`src/rtl/caf_read_sequencer.sv`:
```
// caf_read_sequencer
// -----------------------------------------------------------------------------
// Address sequencer for the cross-ambiguity correlation pass. Once started, it
// walks every lag L = 0 .. cap_length-ref_length. For each lag it issues the
// paired read addresses (ref k, capture L+k) for k = 0 .. ref_length-1. It then
// waits for the correlator result for that lag before moving to the next lag.
//
// Ports
//   clk                in   single rising-edge clock
//   rst                in   asynchronous, active-high reset
//   start              in   begin a pass (only looked at while idle)
//   abort              in   synchronous abort back to idle, no done pulse
//   busy               out  high in every state except idle
//   done               out  one-cycle pulse at the end of a completed pass
//   m_axi_ref_raddr    out  reference buffer read address (k)
//   m_axi_ref_rvalid   out  address pair valid
//   s_axi_ref_rready   in   reference buffer accepts the address
//   m_axi_cap_raddr    out  capture buffer read address (lag + k)
//   m_axi_cap_rvalid   out  identical to m_axi_ref_rvalid
//   s_axi_cap_rready   in   capture buffer accepts the address
//   lag                out  lag being issued or awaited
//   last               out  final address pair of the current lag presented
//   s_axis_res_tvalid  in   correlator result valid
//   m_axis_res_tready  out  result accepted (high only while waiting)
//
// Every output is a flop. Each output is loaded from the next-state decode, so
// it is valid in the same cycle the state register enters the matching state.
// -----------------------------------------------------------------------------
module caf_read_sequencer #(
    parameter int ref_length     = 64,
    parameter int cap_length     = 128,
    parameter int ref_index_bits = 6,
    parameter int cap_index_bits = 7,
    parameter int lag_bits       = 7
) (
    input  logic                      clk,
    input  logic                      rst,
    input  logic                      start,
    input  logic                      abort,
    output logic                      busy,
    output logic                      done,
    output logic [ref_index_bits-1:0] m_axi_ref_raddr,
    output logic                      m_axi_ref_rvalid,
    input  logic                      s_axi_ref_rready,
    output logic [cap_index_bits-1:0] m_axi_cap_raddr,
    output logic                      m_axi_cap_rvalid,
    input  logic                      s_axi_cap_rready,
    output logic [lag_bits-1:0]       lag,
    output logic                      last,
    input  logic                      s_axis_res_tvalid,
    output logic                      m_axis_res_tready
);

    localparam int NUM_LAGS = cap_length - ref_length + 1;
    localparam logic [ref_index_bits-1:0] K_LAST   = ref_index_bits'(ref_length - 1);
    localparam logic [lag_bits-1:0]       LAG_LAST = lag_bits'(NUM_LAGS - 1);

    typedef enum logic [1:0] {
        ST_IDLE     = 2'd0,
        ST_ISSUE    = 2'd1,
        ST_WAIT_RES = 2'd2,
        ST_DONE     = 2'd3
    } state_t;

    state_t                    state_r;
    state_t                    state_next_s;
    logic [ref_index_bits-1:0] k_r;
    logic [ref_index_bits-1:0] k_next_s;
    logic [lag_bits-1:0]       lag_r;
    logic [lag_bits-1:0]       lag_next_s;

    logic                      beat_s;
    logic                      res_hs_s;

    logic                      busy_next_s;
    logic                      done_next_s;
    logic                      rvalid_next_s;
    logic                      last_next_s;
    logic                      tready_next_s;
    logic [ref_index_bits-1:0] ref_raddr_next_s;
    logic [cap_index_bits-1:0] cap_raddr_next_s;

    logic                      busy_r;
    logic                      done_r;
    logic                      rvalid_r;
    logic                      last_r;
    logic                      tready_r;
    logic [ref_index_bits-1:0] ref_raddr_r;
    logic [cap_index_bits-1:0] cap_raddr_r;

    // Next-state decode: beat/result handshakes drive k and lag, abort overrides all.
    always_comb begin
        state_next_s = state_r;
        k_next_s     = k_r;
        lag_next_s   = lag_r;
        // rvalid is high exactly in ISSUE, so the beat only needs both readies.
        beat_s       = (state_r == ST_ISSUE) && s_axi_ref_rready && s_axi_cap_rready;
        // tready is high exactly in WAIT_RES; tvalid elsewhere is ignored.
        res_hs_s     = (state_r == ST_WAIT_RES) && s_axis_res_tvalid;

        if (abort) begin
            state_next_s = ST_IDLE;
            k_next_s     = {ref_index_bits{1'b0}};
            lag_next_s   = {lag_bits{1'b0}};
        end else begin
            case (state_r)
                ST_IDLE: begin
                    k_next_s   = {ref_index_bits{1'b0}};
                    lag_next_s = {lag_bits{1'b0}};
                    if (start) begin
                        state_next_s = ST_ISSUE;
                    end else begin
                        state_next_s = ST_IDLE;
                    end
                end
                ST_ISSUE: begin
                    if (beat_s) begin
                        if (k_r == K_LAST) begin
                            // k stays at its last value; addresses are masked while waiting.
                            state_next_s = ST_WAIT_RES;
                        end else begin
                            k_next_s = k_r + ref_index_bits'(1);
                        end
                    end else begin
                        state_next_s = ST_ISSUE;
                    end
                end
                ST_WAIT_RES: begin
                    if (res_hs_s) begin
                        if (lag_r == LAG_LAST) begin
                            state_next_s = ST_DONE;
                        end else begin
                            // Straight back to ISSUE: no bubble after the handshake.
                            state_next_s = ST_ISSUE;
                            lag_next_s   = lag_r + lag_bits'(1);
                            k_next_s     = {ref_index_bits{1'b0}};
                        end
                    end else begin
                        state_next_s = ST_WAIT_RES;
                    end
                end
                ST_DONE: begin
                    state_next_s = ST_IDLE;
                    k_next_s     = {ref_index_bits{1'b0}};
                    lag_next_s   = {lag_bits{1'b0}};
                end
                default: begin
                    state_next_s = ST_IDLE;
                    k_next_s     = {ref_index_bits{1'b0}};
                    lag_next_s   = {lag_bits{1'b0}};
                end
            endcase
        end
    end

    // Output decode of the next state, so the registered outputs line up with the state register.
    always_comb begin
        busy_next_s      = 1'b0;
        done_next_s      = 1'b0;
        rvalid_next_s    = 1'b0;
        last_next_s      = 1'b0;
        tready_next_s    = 1'b0;
        ref_raddr_next_s = {ref_index_bits{1'b0}};
        cap_raddr_next_s = {cap_index_bits{1'b0}};
        case (state_next_s)
            ST_IDLE: begin
                busy_next_s = 1'b0;
            end
            ST_ISSUE: begin
                busy_next_s      = 1'b1;
                rvalid_next_s    = 1'b1;
                last_next_s      = (k_next_s == K_LAST);
                ref_raddr_next_s = k_next_s;
                // lag + k never exceeds cap_length-1, so the sum cannot wrap.
                cap_raddr_next_s = cap_index_bits'(lag_next_s) + cap_index_bits'(k_next_s);
            end
            ST_WAIT_RES: begin
                busy_next_s   = 1'b1;
                tready_next_s = 1'b1;
            end
            ST_DONE: begin
                busy_next_s = 1'b1;
                done_next_s = 1'b1;
            end
            default: begin
                busy_next_s = 1'b0;
            end
        endcase
    end

    // State, counters and registered outputs.
    always_ff @(posedge clk or posedge rst) begin
        if (rst) begin
            state_r     <= ST_IDLE;
            k_r         <= {ref_index_bits{1'b0}};
            lag_r       <= {lag_bits{1'b0}};
            busy_r      <= 1'b0;
            done_r      <= 1'b0;
            rvalid_r    <= 1'b0;
            last_r      <= 1'b0;
            tready_r    <= 1'b0;
            ref_raddr_r <= {ref_index_bits{1'b0}};
            cap_raddr_r <= {cap_index_bits{1'b0}};
        end else begin
            state_r     <= state_next_s;
            k_r         <= k_next_s;
            lag_r       <= lag_next_s;
            busy_r      <= busy_next_s;
            done_r      <= done_next_s;
            rvalid_r    <= rvalid_next_s;
            last_r      <= last_next_s;
            tready_r    <= tready_next_s;
            ref_raddr_r <= ref_raddr_next_s;
            cap_raddr_r <= cap_raddr_next_s;
        end
    end

    assign busy              = busy_r;
    assign done              = done_r;
    assign m_axi_ref_raddr   = ref_raddr_r;
    assign m_axi_ref_rvalid  = rvalid_r;
    assign m_axi_cap_raddr   = cap_raddr_r;
    assign m_axi_cap_rvalid  = rvalid_r;
    assign lag               = lag_r;
    assign last              = last_r;
    assign m_axis_res_tready = tready_r;

endmodule

```
`config.mk`:
```
export PLATFORM = sky130hd
export DESIGN_NAME = caf_read_sequencer
export DESIGN_NICKNAME = d
export VERILOG_FILES = /design/src/rtl/caf_read_sequencer.sv
export SDC_FILE = /design/constraint.sdc
export NUM_CORES = 1
export LEC_CHECK = 0
export ABC_CLOCK_PERIOD_IN_PS = 2850
export BUFFER_PORTS_ARGS = -buffer_cell sky130_fd_sc_hd__buf_2
export CORE_MARGIN = 3
export CORE_UTILIZATION = 50
export DETAILED_ROUTE_END_ITERATION = 6
export GPL_TIMING_DRIVEN = 0
export HOLD_SLACK_MARGIN = 0.05
export PLACE_DENSITY = 0.75
export SKIP_CTS_REPAIR_TIMING = 1
export SYNTH_ARGS = -nofsm -noshare
export SYNTH_HDL_FRONTEND = slang
export SYNTH_SLANG_ARGS = --single-unit
```
`constraint.sdc`:
```
create_clock -name clk -period 2.85 [get_ports clk]
set_input_delay 0.4275 -clock clk [delete_from_list [all_inputs] [get_ports clk]]
set_output_delay 0.4275 -clock clk [all_outputs]
set_load 0.005 [all_outputs]
```
---- After elaboration in Yosys (flattened, before gate mapping) ----
Cells that the tools add are included.
word-level totals
  bits in registers ....................... 33
  latch bits .............................. 0
  bits in writable memories ............... 0
  ROM bits ................................ 0
  bits of input ports ..................... 7
  output and inout bits ................... 26
  logic and storage cells ................. 53
  memories ................................ 0
operators by class
  add/sub/neg operators ................... 3
  multipliers ............................. 0
  divide/modulo/power cells ............... 0
  $lt $le $gt $ge ......................... 0
  eq/ne operators ......................... 9
  shift operators ......................... 0
  multiplexer cells ....................... 24
  bitwise operators ....................... 0
  reductions and logical operators ........ 7
operator list
  cell                   number
  $mux W6                6
  $mux W7                4
  $pmux W6 S3            1
  $pmux W7 S2            1
  $eq A6 B6 Y1 const B   2
  $mux W2                5
  $eq A2 B2 Y1 const B   4
  $pmux W2 S4            1
  $add A7 B1 Y7 const B  1
  $add A7 B6 Y7          1
  $eq A7 B7 Y1 const B   1
  $add A6 B1 Y6 const B  1
  $mux W1                5
  $eq A2 B1 Y1 const B   2
  $logic_not A2 Y1       2
  $logic_and A1 B1 Y1    3
  $reduce_or A3 Y1       1
  $pmux W1 S2            1
  $reduce_or A2 Y1       1

---- Depth between registers and ports, before layout ----
  word-level depth ........................ 9
  gate-level depth with buffers ........... 15
  mapped depth without buffers ............ 15

---- Worst setup path before layout ----
No wires, ideal clock.
  path type ............................... reg-to-reg
  start ................................... register lag_r[0], in the netlist lag[0]
  end ..................................... register cap_raddr_r[6], in the netlist m_axi_cap_raddr[6]
  library setup time ...................... 126 ps
  arrival ................................. 2780 ps
  required time ........................... 2724 ps
  path slack .............................. -56 ps
  cell stages (with the launch flop) ...... 14
  buffers on the path ..................... 0
  clock period less this slack ............ 2906 ps
  cell sequence ........................... dfrtp_1 > inv_1 > ha_1 > and4bb_2 > a311oi_4 > or2_4 > or3_4 > inv_1 > ha_1 > nor2b_1 > o31a_1 > o21a_1 > a211oi_1 > nor3_1
between the ends
  longest elaborated chain between the ends .. 7
  elaborated cells on any way between the ends .. 17
  those cells by class .................... add/sub (2); eq/ne (2); mux (13)
ends and longest elaborated chain
  element                   line  RTL
  start: declaration        69    logic [lag_bits-1:0] lag_r;
  start signal: assignment  196   lag_r <= {lag_bits{1'b0}};
  start signal: assignment  207   lag_r <= lag_next_s;
  $eq A7 B7 Y1              130   if (lag_r == LAG_LAST) begin
  $mux W6                   130
  $mux W6                   129   if (res_hs_s) begin
  $pmux W6 S3               106   case (state_r)
  $mux W6                   101   if (abort) begin
  via k_next_s[2]           68    logic [ref_index_bits-1:0] k_next_s;
  $add A7 B6 Y7             175   cap_raddr_next_s = cap_index_bits'(lag_next_s) + cap_index_bits'(k_next_s);
  $mux W7                   165   case (state_next_s)
  via cap_raddr_next_s[6]   81    logic [cap_index_bits-1:0] cap_raddr_next_s;
  end signal: assignment    203   cap_raddr_r <= {cap_index_bits{1'b0}};
  end signal: assignment    214   cap_raddr_r <= cap_raddr_next_s;
  end: declaration          89    logic [cap_index_bits-1:0] cap_raddr_r;
The timed path passes the listed nets, and every way through them passes these cells.

---- Worst setup path after layout ----
Same ends and word-level chain as after synthesis.

==> summary.txt <==
Outcome
  • Run status: complete, but fails checks
  • Failing checks: negative setup slack

Yosys
  • Synth Area in Compound Gates: 18.0%
  • Multiplexer share of the synthesized area: 2.14%
  • Area contributors post-synth: dfrtp_1 44%, ha_1 6.0%, nor2_1 4.6%
  • Share of the yosys chip area belonging to registers: 44.1%
  • Synth Area in XOR/XNOR: 0.936%
  • Most frequent cells after synthesis: 33 x dfrtp_1, 23 x nor2_1, 13 x a21oi_1
  • Post-Syn Area: 1870 sq um
  • Top cell type's share of synthesized area: 44.1%
  • Post-synthesis adder-cell area fraction: 7.09%
  • Synth warnings: 0
  • Post-Syn Area per Cell: 9.85 sq um
  • Flops & latches, synth: 33
  • Synth cell types: 53
  • Synthesized instance count: 190
  • Area leader, netlist: dfrtp_1
  • Largest family of logic cells by synthesized area: simple AND/OR/NAND/NOR gates
  • Post-synthesis simple-gate area fraction: 22.7%
  • Number of enable flip-flop cells after synthesis: 0
  • Syn nets: 207
  • Primary FF master, synth: dfrtp_1
  • Async set or reset register ratio after synthesis: 100%
  • Top-count cell post-synth: dfrtp_1

Finish
  • Share of layout cells above drive strength 1: 35.0%
  • Fillers: 284
  • # diodes: 0
  • Nets: 253
  • Final std cells w/o fill: 283
  • P&R area growth vs syn: 24.3%
  • Final Util: 67.1%

Global routing
  • Pin count of the biggest net entering global routing: 34
  • Vias in the first global route: 1,391
  • Tot GR Track Use: 19.3%
  • Initial antenna violation count: 0
  • GRT overflow: 0
  • First-pass GRT wire length: 6.42 mm

Die
  • Die width: 67.2 um
  • FP Rows: 21
  • IO Count: 33
  • Die Ht: 67.2 um
  • Die footprint: 4510 sq um
  • Core area: 3470 sq um
  • Initial core utilization: 54.0%

Routing
  • Routed Antenna Nets: 0
  • Vias per cell: 5.54
  • DRT Pass-1 Iters: 5
  • Total number of vias: 1,569
  • DR DRC count: 0
  • Drt total wl: 4.23 mm
  • Wire per inst: 15.0 um
  • DRT iter0 DRCs: 101

Clocking
  • Clk Latency, worst-skew pair: 0.29 ns
  • CTS tree: built
  • H-Tree Depth: 2
  • Clk sinks: 33
  • CTS root buf: clkbuf_8
  • Maximum clock insertion buffer count: 2
  • TritonCTS Buffers: 5
  • Clock Pin Slew Worst Setup and Hold Paths: 0.07 ns

Worst setup path
  • Most used cell along the critical path: inv_2
  • Critical path launch point type: flip-flop
  • CP max stage cell: dfrtp_1
  • Cells along the critical path: inv_2 > ha_1 > and4bb_2 > a311oi_4 > nor2_1 > a21oi_2 > nor2_2 > ha_2 > inv_2 > fa_2 > nor2b_4 > o31a_1 > o21a_1 > a211oi_2 > nor3_2
  • CP max FO: 4
  • Slowest stage delay, CP: 0.42 ns
  • Crit path kind: reg2reg
  • Crit end category: flip-flop
  • WP data required: 3.02 ns
  • Worst EP arrival: 3.23 ns

Timing
  • Hold slack: 0.141 ns
  • RSZ-0062 raised after global routing: true
  • Final worst-path cycle share: 107%
  • Minimum clock period: 3.05 ns
  • Endpoints failing setup: 3
  • Worst slew pin tran: 0.615 ns
  • Max Freq: 0.327 GHz
  • Normalized max-slew margin: 58.5%
  • Final slew viol count: 0
  • Hold Fails Final Rpt: 0
  • TNS Setup: -0.369 ns
  • Worst setup margin: -0.204 ns
  • Clk_skew: 0.00994 ns

Placed design
  • Post-DP HPWL: 2.91 mm
  • PortBufs: 32
  • Inst Count DP: 268
  • Gpl congestion: 0.921

Pwr
  • Power after layout: 0.912 mW
  • Peak supply drop: 0.000280 V
  • Power density over the cells: 392 nW/um^2
  • LEAKAGE: 1.14 nW

Worst hold path
  • Worst hold path class: in2async

Flow run
  • Maxcap violations: 0
==> cells by family after synthesis <==
group / count (synthesis)
AO/OA/AOI/OAI: 47
XOR/XNOR: 2
adder cells (fa/ha/maj): 10
buffers and inverters: 20
flip-flops: 33
multiplexers: 4
AND/OR/NAND/NOR: 74
==> area by class of cell <==
| class | count | area [sq um] | share of cell area, % |
|---|---|---|---|
| buffer | 8 | 48.8 | 2.10 |
| multi-input combinational | 137 | 1030 | 44.3 |
| clock inverter | 2 | 10.0 | 0.430 |
| tap | 46 | 57.6 | 2.47 |
| clock buffer | 6 | 72.6 | 3.12 |
| inverter | 12 | 47.5 | 2.04 |
| sequential | 33 | 827 | 35.6 |
| timing repair buffer | 39 | 233 | 10.0 |
==> sequential cells by signal, summed over array words and instances, names as in the netlist <==
signal	flops
busy	1
done	1
k_r	6
lag	7
last	1
m_axi_cap_raddr	7
m_axi_cap_rvalid	1
m_axi_ref_raddr	6
m_axis_res_tready	1
state_r	2
==> worst max-delay path: cells and delay by family (launching register included) <==
kind | cells | cell delay (ns)
buffers and inverters | 2 | 0.12
flip-flops | 1 | 0.42
AND/OR/NAND/NOR | 5 | 0.52
AO/OA/AOI/OAI | 5 | 1.22
adder cells (fa/ha/maj) | 3 | 0.64
==> per-stage QoR <==
| stage | setup slack [ns] | area [sq um] |
|---|---|---|
| after floorplan | -0.0167 | 1910 |
| after global placement | -0.276 | 2120 |
| after detailed placement | -0.295 | 2120 |
| after CTS | -0.320 | 2210 |
| after global routing | -0.352 | 2330 |
| final | -0.204 | 2330 |
==> cell usage in the layout (no fill, tap or decap), types with 3 or more instances in the layout <==
cell type,instances
buf_2,35
dfrtp_1,32
nor2_1,22
nand2_1,9
a21oi_1,9
nand3_1,8
buf_4,8
inv_1,7
nand2b_1,6
ha_1,6
o21ai_0,5
clkbuf_8,5
inv_2,4
mux2i_1,4
a21oi_2,4
nor3_1,4
o21a_1,3
clkbuf_1,3
and3_1,3
==> report_power, final <==
group / internal, mW / switching, mW
clock: 0.169 / 0.175
combinational: 0.0374 / 0.0543
sequential: 0.474 / 0.00246
==> worst paths after layout <==
kind	startpoint	endpoint	slack, ns	cells after the start
max	lag[0]$_DFF_PP0_	m_axi_cap_raddr[6]$_DFF_PP0_	-0.20	15
max in group asynchronous	rst	lag[1]$_DFF_PP0_	2.23	3
min	rst	m_axi_ref_raddr[1]$_DFF_PP0_	0.14	2
min in group clk	abort	state_r[0]$_DFF_PP0_	0.44	2
max reg2reg	lag[0]$_DFF_PP0_	m_axi_cap_raddr[6]$_DFF_PP0_	-0.20	15
min reg2reg	lag[5]$_DFF_PP0_	lag[5]$_DFF_PP0_	0.62	1
==> layer usage <==
metal / wire length [um] / vias to the layer above / track usage (%) / share of wire, %
met4: 80 / 0 / 7.59 / 1.9
met1: 1840 / 750 / 24.2 / 44
met3: 184 / 8 / 6.32 / 4.3
li1: - / 773 / - / -
met5: 0 / - / 0 / 0
met2: 2130 / 38 / 30.8 / 50
Power figures use the tool's default switching activity.
